`config.mk`:
```
export PLATFORM = sky130hd
export DESIGN_NAME = button_conditioner_flat
export DESIGN_NICKNAME = d
export VERILOG_FILES = /design/src/rtl/btn_pkg.sv /design/src/rtl/button_conditioner_if.sv /design/src/rtl/btn_debounce_chan.sv /design/src/rtl/button_conditioner.sv /design/src/flat_wrapper.sv
export SDC_FILE = /design/constraint.sdc
export NUM_CORES = 1
export LEC_CHECK = 0
export ABC_AREA = 1
export CAP_MARGIN = 5
export CELL_PAD_IN_SITES_DETAIL_PLACEMENT = 1
export CELL_PAD_IN_SITES_GLOBAL_PLACEMENT = 2
export CORE_ASPECT_RATIO = 1.2
export CORE_MARGIN = 2
export CORE_UTILIZATION = 35
export CTS_CLUSTER_SIZE = 20
export DETAILED_ROUTE_END_ITERATION = 10
export GPL_TIMING_DRIVEN = 0
export PLACE_DENSITY_LB_ADDON = 0.1
export SLEW_MARGIN = 25
export SYNTH_ARGS = -nofsm -noshare
export SYNTH_HDL_FRONTEND = slang
export SYNTH_SLANG_ARGS = --single-unit
```
`constraint.sdc`:
```
create_clock -name clk_i -period 1.65 [get_ports clk_i]
set_input_delay 0.33 -clock clk_i [delete_from_list [all_inputs] [get_ports clk_i]]
set_output_delay 0.33 -clock clk_i [all_outputs]
set_load 0.01 [all_outputs]
```
`src/rtl/btn_pkg.sv`:
```
// Shared constants for the push-button conditioner: default cycle counts
// for a 25 MHz clock and the channel order used when wiring to the menu.
package btn_pkg;

    localparam int unsigned CLK_HZ             = 25_000_000;
    localparam int unsigned DEBOUNCE_10MS      = CLK_HZ / 100;
    localparam int unsigned REPEAT_DELAY_500MS = CLK_HZ / 2;
    localparam int unsigned REPEAT_RATE_100MS  = CLK_HZ / 10;

    localparam int unsigned BTN_UP     = 0;
    localparam int unsigned BTN_DOWN   = 1;
    localparam int unsigned BTN_SELECT = 2;
    localparam int unsigned BTN_BACK   = 3;

    function automatic int unsigned max_u(input int unsigned a, input int unsigned b);
        return (a > b) ? a : b;
    endfunction

endpackage

```
`src/rtl/button_conditioner_if.sv`:
```
// Button bundle between the board pins and the menu stage: raw levels in,
// debounced level and one-cycle press/release pulses out.
interface button_conditioner_if #(
    parameter int unsigned NUM_BTN = 4
);

    logic [NUM_BTN-1:0] btn_raw_i;
    logic [NUM_BTN-1:0] btn_level_o;
    logic [NUM_BTN-1:0] btn_press_o;
    logic [NUM_BTN-1:0] btn_release_o;

    modport master (
        output btn_raw_i,
        input  btn_level_o,
        input  btn_press_o,
        input  btn_release_o
    );

    modport slave (
        input  btn_raw_i,
        output btn_level_o,
        output btn_press_o,
        output btn_release_o
    );

endinterface

```
`src/rtl/btn_debounce_chan.sv`:
```
// One button channel: two-flop synchronizer, debounce filter, registered
// press/release pulses and, with BTN_AUTOREPEAT_EN defined, hold-to-repeat.
module btn_debounce_chan
    import btn_pkg::*;
#(
    parameter int unsigned DEBOUNCE_CYCLES     = DEBOUNCE_10MS,
    parameter int unsigned REPEAT_DELAY_CYCLES = REPEAT_DELAY_500MS,
    parameter int unsigned REPEAT_RATE_CYCLES  = REPEAT_RATE_100MS
) (
    input  logic clk_i,
    input  logic reset_ni,
    input  logic btn_raw_i,
    output logic btn_level_o,
    output logic btn_press_o,
    output logic btn_release_o
);

    localparam int unsigned DB_W = $clog2(DEBOUNCE_CYCLES + 1);
    localparam logic [DB_W-1:0] DB_LAST = DB_W'(DEBOUNCE_CYCLES - 1);

    // Repeat pulses must be separated by low cycles to look like fresh edges.
    if (DEBOUNCE_CYCLES < 1 || REPEAT_DELAY_CYCLES < 1 || REPEAT_RATE_CYCLES < 2) begin : g_bad_cfg
        $error("btn_debounce_chan: invalid cycle parameters");
    end

    logic            sync1_q, sync1_d;
    logic            sync2_q, sync2_d;
    logic            stable_q, stable_d;
    logic [DB_W-1:0] db_cnt_q, db_cnt_d;
    logic            level_q, level_d;
    logic            press_q, press_d;
    logic            release_q, release_d;
    logic            rpt_tick;

    always_comb begin
        // NOTE: every output of a combinational block gets a default first so no latch is inferred.
        sync1_d  = btn_raw_i;
        sync2_d  = sync1_q;
        stable_d = stable_q;
        db_cnt_d = '0;
        if (sync2_q != stable_q) begin
            if (db_cnt_q == DB_LAST) begin
                stable_d = sync2_q;
            end else begin
                db_cnt_d = db_cnt_q + 1'b1;
            end
        end
    end

    // The level is registered once more so the pulses line up with it.
    always_comb begin
        level_d   = stable_q;
        press_d   = (stable_q & ~level_q) | rpt_tick;
        release_d = ~stable_q & level_q;
    end

`ifdef BTN_AUTOREPEAT_EN
    localparam int unsigned RPT_W = $clog2(max_u(REPEAT_DELAY_CYCLES, REPEAT_RATE_CYCLES) + 1);
    localparam logic [RPT_W-1:0] RPT_DELAY_LAST = RPT_W'(REPEAT_DELAY_CYCLES - 1);
    localparam logic [RPT_W-1:0] RPT_RATE_LAST  = RPT_W'(REPEAT_RATE_CYCLES - 1);

    logic [RPT_W-1:0] rpt_cnt_q, rpt_cnt_d;
    logic             rpt_first_q, rpt_first_d;
    logic [RPT_W-1:0] rpt_last;
    logic             held;

    always_comb begin
        held        = level_q & stable_q;
        rpt_last    = rpt_first_q ? RPT_DELAY_LAST : RPT_RATE_LAST;
        rpt_tick    = held & (rpt_cnt_q == rpt_last);
        rpt_cnt_d   = rpt_cnt_q;
        rpt_first_d = rpt_first_q;
        // Not held covers idle, the press edge itself and the release edge.
        if (!held) begin
            rpt_cnt_d   = '0;
            rpt_first_d = 1'b1;
        end else if (rpt_tick) begin
            rpt_cnt_d   = '0;
            rpt_first_d = 1'b0;
        end else begin
            rpt_cnt_d   = rpt_cnt_q + 1'b1;
        end
    end

    always_ff @(posedge clk_i or negedge reset_ni) begin
        if (!reset_ni) begin
            rpt_cnt_q   <= '0;
            rpt_first_q <= 1'b1;
        end else begin
            rpt_cnt_q   <= rpt_cnt_d;
            rpt_first_q <= rpt_first_d;
        end
    end
`else
    assign rpt_tick = 1'b0;
`endif

    always_ff @(posedge clk_i or negedge reset_ni) begin
        if (!reset_ni) begin
            sync1_q   <= 1'b0;
            sync2_q   <= 1'b0;
            stable_q  <= 1'b0;
            db_cnt_q  <= '0;
            level_q   <= 1'b0;
            press_q   <= 1'b0;
            release_q <= 1'b0;
        end else begin
            // NOTE: state flops use non-blocking assignments so every flop samples pre-edge values.
            sync1_q   <= sync1_d;
            sync2_q   <= sync2_d;
            stable_q  <= stable_d;
            db_cnt_q  <= db_cnt_d;
            level_q   <= level_d;
            press_q   <= press_d;
            release_q <= release_d;
        end
    end

    assign btn_level_o   = level_q;
    assign btn_press_o   = press_q;
    assign btn_release_o = release_q;

endmodule

```
`src/rtl/button_conditioner.sv`:
```
// Conditions NUM_BTN raw push-buttons into clean synchronous levels and pulses
// for the menu stage; hold-to-repeat is compiled in with BTN_AUTOREPEAT_EN.
module button_conditioner
    import btn_pkg::*;
#(
    parameter int unsigned NUM_BTN             = 4,
    parameter int unsigned DEBOUNCE_CYCLES     = DEBOUNCE_10MS,
    parameter int unsigned REPEAT_DELAY_CYCLES = REPEAT_DELAY_500MS,
    parameter int unsigned REPEAT_RATE_CYCLES  = REPEAT_RATE_100MS
) (
    input  logic                 clk_i,
    input  logic                 reset_ni,
    button_conditioner_if.slave  btn_if
);

    // Channel i serves bit i; BTN_UP/BTN_DOWN land on the menu select inputs.
    for (genvar i = 0; i < NUM_BTN; i++) begin : g_chan
        btn_debounce_chan #(
            .DEBOUNCE_CYCLES     (DEBOUNCE_CYCLES),
            .REPEAT_DELAY_CYCLES (REPEAT_DELAY_CYCLES),
            .REPEAT_RATE_CYCLES  (REPEAT_RATE_CYCLES)
        ) u_chan (
            .clk_i         (clk_i),
            .reset_ni      (reset_ni),
            .btn_raw_i     (btn_if.btn_raw_i[i]),
            .btn_level_o   (btn_if.btn_level_o[i]),
            .btn_press_o   (btn_if.btn_press_o[i]),
            .btn_release_o (btn_if.btn_release_o[i])
        );
    end

endmodule

```
`src/flat_wrapper.sv`:
```
// flat-port wrapper written by rule: the top's interface ports become plain ports
module button_conditioner_flat import btn_pkg::*;
#(
    parameter int unsigned NUM_BTN             = 4,
    parameter int unsigned DEBOUNCE_CYCLES     = DEBOUNCE_10MS,
    parameter int unsigned REPEAT_DELAY_CYCLES = REPEAT_DELAY_500MS,
    parameter int unsigned REPEAT_RATE_CYCLES  = REPEAT_RATE_100MS
)
  (clk_i, reset_ni, btn_if_btn_raw_i, btn_if_btn_level_o, btn_if_btn_press_o, btn_if_btn_release_o);
  button_conditioner_if #(.NUM_BTN(NUM_BTN)) btn_if_i ();
  input  logic clk_i;
  input  logic reset_ni;
  input wire logic [$bits(btn_if_i.btn_raw_i)-1:0] btn_if_btn_raw_i;
  output wire logic [$bits(btn_if_i.btn_level_o)-1:0] btn_if_btn_level_o;
  output wire logic [$bits(btn_if_i.btn_press_o)-1:0] btn_if_btn_press_o;
  output wire logic [$bits(btn_if_i.btn_release_o)-1:0] btn_if_btn_release_o;
  assign btn_if_i.btn_raw_i = btn_if_btn_raw_i;
  assign btn_if_btn_level_o = btn_if_i.btn_level_o;
  assign btn_if_btn_press_o = btn_if_i.btn_press_o;
  assign btn_if_btn_release_o = btn_if_i.btn_release_o;
  button_conditioner #(.NUM_BTN(NUM_BTN), .DEBOUNCE_CYCLES(DEBOUNCE_CYCLES), .REPEAT_DELAY_CYCLES(REPEAT_DELAY_CYCLES), .REPEAT_RATE_CYCLES(REPEAT_RATE_CYCLES)) u_core (.clk_i(clk_i), .reset_ni(reset_ni), .btn_if(btn_if_i));
endmodule
```
**Yosys cells after proc, flatten, opt, wreduce, memory -nomap -nowiden**

Cells that the tools add are included.

- ROM bits: 0
- Memories kept: 0
- Register bits: 96
- Output and inout port bits: 12
- Latch bits: 0
- Bits in writable memories: 0

- Multipliers: 0
- Eq/ne operators: 8
- Multiplexer cells: 8
- Add/subtract/negate cells: 4
- Bitwise gates (word level): 16
- Magnitude comparators: 0
- Shift operators: 0
- Div/mod/pow operators: 0
- Reductions and logical operators: 4

Operator list:

| cell | count |
|---|---|
| two-way mux 18 bit | 8 |
| adder 18 x 1 -> 18 bit, second input constant | 4 |
| == test 18 bit, second input constant | 4 |
| AND 1 bit | 8 |
| NOT 1 bit | 8 |
| AND reduction 2 bit | 4 |
| inequality test 1 bit | 4 |

**Logic depth before layout (Yosys ltp)**

- Depth in word-level cells: 3
- Mapped depth: 9
- Mapped depth without buffers: 9

**By module**

A second synthesis with hierarchy kept.

- Cell total of the unflattened synthesis: 584
- Area total of the unflattened synthesis: 4754.6 um^2

By module, submodules not included:

| module | area each (um^2) | cells an instance | times used |
|---|---|---|---|
| btn_debounce_chan | 1188.6 | 146 | 4 |

**Worst setup path before layout**

No wires, ideal clock.

- Kind: reg-to-reg
- Start point: register u_core.g_chan[1].u_chan.db_cnt_q[0]
- End point: register u_core.g_chan[1].u_chan.db_cnt_q[12]
- Buffers on the path: 0
- Slack: 0.343 ns
- Library setup time: 0.119 ns
- Clock period less this slack: 1.307 ns
- Data arrival time: 1.189 ns
- Stages on the path, launching flop included: 9
- Cells stage by stage: dfrtp_1 -> ha_1 -> nand2_2 -> nor2_4 -> inv_1 -> nor2_2 -> nand3_2 -> nand2_2 -> nor2_1

- Word-level cells in the longest chain between the ends: 3
- Elaborated cells on any way between the ends: 4
- Those cells by class: 1 x add/sub; 1 x eq/ne; 2 x mux

RTL lines:

| element | RTL line | source |
|---|---|---|
| start, declared | btn_debounce_chan.sv:29 | `logic [DB_W-1:0] db_cnt_q, db_cnt_d;` |
| start signal, assigned | btn_debounce_chan.sv:112 | `db_cnt_q <= db_cnt_d;` |
| adder 18 x 1 -> 18 bit / == test 18 bit (equally long branches) | btn_debounce_chan.sv:45, btn_debounce_chan.sv:42 |  |
| two-way mux 18 bit * | btn_debounce_chan.sv:42 | `if (db_cnt_q == DB_LAST) begin` |
| two-way mux 18 bit * | btn_debounce_chan.sv:41 | `if (sync2_q != stable_q) begin` |
| net u_core.g_chan[1].u_chan.db_cnt_d[12] | btn_debounce_chan.sv:29 |  |

The timed path passes the listed nets; every way through them passes the cells marked *.
A chain may end at the register's enable or synchronous reset.

**Final worst setup path**

- Start point: register u_core.g_chan[3].u_chan.db_cnt_q[0]
- End point: register u_core.g_chan[3].u_chan.db_cnt_q[10]

- Word-level cells in the longest chain between the ends: 3
- Elaborated cells on any way between the ends: 4
- Those cells by class: 1 x add/sub; 1 x eq/ne; 2 x mux

RTL lines:

| element | RTL line |
|---|---|
| start, declared | btn_debounce_chan.sv:29 |
| start signal, assigned | btn_debounce_chan.sv:112 |
| adder 18 x 1 -> 18 bit / == test 18 bit (equally long branches) | btn_debounce_chan.sv:45, btn_debounce_chan.sv:42 |
| two-way mux 18 bit * | btn_debounce_chan.sv:42 |
| two-way mux 18 bit * | btn_debounce_chan.sv:41 |
| net u_core.g_chan[3].u_chan.db_cnt_d[10] | btn_debounce_chan.sv:29 |

Marked as above.

==> results.sh <==
export IMPL_status="finished, final reports clean"
export IMPL_grt_pass1_vias=4040
export IMPL_synth_edf_count=0
export IMPL_dieArea_sq_um=14800
export IMPL_clk_pin_slew_worst_paths_ns=0.07
export IMPL_port_buffers=17
export IMPL_path_class="reg -> reg"
export IMPL_final_cell_mix="141 x nor2_1, 96 x dfrtp_1, 93 x nand2_1"
export IMPL_gp_congestion=0.755
export IMPL_irDropWorstVdd_uv=522
export IMPL_cts_tree="done"
export IMPL_power_density_nw_per_um2=845
export IMPL_ys_warn_count=0
export IMPL_final_instance_count_excl_fill=787
export IMPL_start_kind="flop"
export IMPL_yosys_area_top_type="dfrtp_1"
export IMPL_wire_per_inst_microns=14.2
export IMPL_ioPinCount=18
export IMPL_tightest_slew_ns=0.488
export IMPL_avgViaCountPerCell=4.73
export IMPL_ys_seq_area_share_pct=49.6
export IMPL_synth_area_sq_um=4840
export IMPL_synth_flop_cell="dfrtp_1"
export IMPL_drtAntennaViolNets=0
export IMPL_synth_nets=587
export IMPL_maxSlewViolCount=0
export IMPL_fin_crit_sh_pct=91.6
export IMPL_min_from="u_core.g_chan[3].u_chan.sync1_q$_DFF_PN0_"
export IMPL_num_vias=3720
export IMPL_place_area_sq_um=5260
export IMPL_crit_path_end_kind="flop"
export IMPL_ys_types=26
export IMPL_min_to="u_core.g_chan[3].u_chan.sync2_q$_DFF_PN0_"
export IMPL_rsz0062_at_grt="no"
export IMPL_drv_cap=0
export IMPL_htreeDepth=3
export IMPL_grt_pass1_wl_mm=19.7
export IMPL_grt_antenna_before_repair=0
export IMPL_start_util_pct=35.5
export IMPL_drive_gt1_share_pct=14.1
export IMPL_die_x_microns=111
export IMPL_syn_instance_count=577
export IMPL_timing_fmax_mhz=662
export IMPL_gr_usage_met3_pct=3.48
export IMPL_gr_usage_met2_pct=28.0
export IMPL_rows=47
export IMPL_async_reset_ff_share_pct=100
export IMPL_busiest_layer="met2"
export IMPL_cts_sinks=96
export IMPL_critical_path_required_ns=1.89
export IMPL_grt_max_degree=52
export IMPL_fin_worst_skew_ns=0.00940
export IMPL_area_growth_pct=16.7
export IMPL_setup_tns_final_ns=0
export IMPL_min_path_type="reg -> reg"
export IMPL_dr_pass1_iters=4
export IMPL_core_sq_um=13600
export IMPL_cts_made_buffers=9
export IMPL_drt_wl_total_mm=11.2
export IMPL_r2r_start="u_core.g_chan[3].u_chan.db_cnt_q[0]$_DFF_PN0_"
export IMPL_met1_usage_pct=20.8
export IMPL_r2r_end="u_core.g_chan[3].u_chan.db_cnt_q[10]$_DFF_PN0_"
export IMPL_dp_cells=766
export IMPL_fin_util_pct=41.4
export IMPL_drc=0
export IMPL_track_usage_pct=16.5
export IMPL_cellLeakagePower_uw=0.00247
export IMPL_die_height_microns=133
export IMPL_layout_commonest_cell="nor2_1"
export IMPL_final_hold_violation_count=0
export IMPL_ys_ff_latch=96
export IMPL_clock_latency_ns=0.36
export IMPL_hold_depth=0
export IMPL_grt_overflow_total=0
export IMPL_final_area_sq_um=5650
export IMPL_cp_max_fo=9
export IMPL_rrSetupSlack_ns=0.14
export IMPL_antenna_cells=0
export IMPL_fin_crit_ns=1.51
export IMPL_final_nets=621
export IMPL_rr_worst_depth=6
export IMPL_cts_buffer_depth=2
export IMPL_worstPathArrival_ns=1.76
export IMPL_netlist_top_cells_area="dfrtp_1 50%, nor2_1 11%, nand2_1 7.3%"
export IMPL_drt_initial_drc_count=81
export IMPL_hpwl_mm=8.22
export IMPL_clock_root_buffer="clkbuf_16"
export IMPL_relSlewSlack_pct=67.2
export IMPL_setup_violations=0
export IMPL_synth_avg_cell_area_sq_um=8.40
export IMPL_synth_top_area_share_pct=49.6
export IMPL_power_uw=4770
[cells in the mapped netlist, types with 4 or more instances]
cell type  count
nand3_1       45
nor2_1       142
ha_1           4
nand3_2        5
dfrtp_1       96
o21ai_0        4
nand2_1       94
xnor2_1       10
xor2_2         4
nor2_2        17
buf_4         12
nor3b_1        7
nand4_1        8
inv_1         48
nand2_2       13
xor2_1        28
nor3_1         8
a21oi_1       10
nor2_4         6
[final cells by class]
class | instances | area (sq um)
buffer | 14 | 100
clock buffer | 10 | 239
clock inverter | 6 | 67.6
fill | 1633 | 7990
inverter | 51 | 191
multi-input combinational | 416 | 2200
sequential | 96 | 2400
tap | 171 | 214
timing repair buffer | 23 | 243
[flip-flops by register name (all words and copies together), names as in the netlist]
signal and flops:
u_core.g_chan.u_chan.db_cnt_q 72, u_core.g_chan.u_chan.btn_level_o 4, u_core.g_chan.u_chan.btn_press_o 4, u_core.g_chan.u_chan.btn_release_o 4, u_core.g_chan.u_chan.level_d 4, u_core.g_chan.u_chan.sync1_q 4
u_core.g_chan.u_chan.sync2_q 4
[cell families (layout without fill, tap and decap cells)]
kind of cell | count (synthesis) | in the layout | share of synthesized area [%]
xor+xnor | 42 | 42 | 8.21
buf+inv | 65 | 104 | 6.02
flops | 96 | 96 | 49.6
simple gates | 349 | 349 | 32.7
fa+ha+maj | 4 | 4 | 1.03
compound gates | 21 | 21 | 2.45
[timing repair]
| action | 4_1_cts | 5_1_grt |
|---|---|---|
| gates cloned | 0 | 0 |
| resized for setup | 7 | 14 |
| buffers inserted | 3 | 1 |
| hold buffers | 1 | 0 |
| pin swaps | 0 | 1 |
| endpoints found under the hold margin | 45 | 0 |
| endpoints found under the setup margin | 7 | 36 |
[worst max-delay path: stages (launching register included)]
cell	delay (ns)
dfrtp_1	0.37
ha_1	0.20
nand3_1	0.18
nor2_1	0.18
nand3_2	0.20
nand2_4	0.21
nor2_1	0.07
[metal layers]
layer | wire [microns] | share of wire (%)
met4 | 208 | 1.9
met2 | 5590 | 50
met3 | 263 | 2.4
met5 | 0 | 0
met1 | 5090 | 46
[worst max-delay path by stage]
stage                                                          startpoint                                              to  slack [ns]  cells past startpoint
after global routing        u_core.g_chan[0].u_chan.db_cnt_q[0]$_DFF_PN0_  u_core.g_chan[0].u_chan.db_cnt_q[14]$_DFF_PN0_      0.0008                      8
final                       u_core.g_chan[3].u_chan.db_cnt_q[0]$_DFF_PN0_  u_core.g_chan[3].u_chan.db_cnt_q[10]$_DFF_PN0_        0.14                      6
after CTS                 u_core.g_chan[2].u_chan.btn_release_o$_DFF_PN0_                         btn_if_btn_release_o[2]      0.0009                      2
after global placement                                           reset_ni   u_core.g_chan[1].u_chan.db_cnt_q[0]$_DFF_PN0_       -3.63                      1
after floorplan             u_core.g_chan[1].u_chan.db_cnt_q[0]$_DFF_PN0_  u_core.g_chan[1].u_chan.db_cnt_q[12]$_DFF_PN0_        0.34                      8
after detailed placement    u_core.g_chan[2].u_chan.db_cnt_q[0]$_DFF_PN0_  u_core.g_chan[2].u_chan.db_cnt_q[12]$_DFF_PN0_        0.02                      6
[power breakdown]
| group | switching, uW | internal, uW | leakage (uW) | total [uW] |
|---|---|---|---|---|
| Clock | 974 | 1220 | 0.000145 | 2200 |
| Combinational | 115 | 50.4 | 0.00101 | 165 |
| Sequential | 27.5 | 2380 | 0.00131 | 2410 |
[metrics by stage]
step	setup slack, ns	hold WS [ns]
2_1_floorplan	0.343	0.0344
3_3_place_gp	-3.63	0.334
3_5_place_dp	0.0165	0.300
4_1_cts	0.000928	0.368
5_1_grt	0.000837	0.374
6_report	0.139	0.361
(Power assumes the default switching activity.)
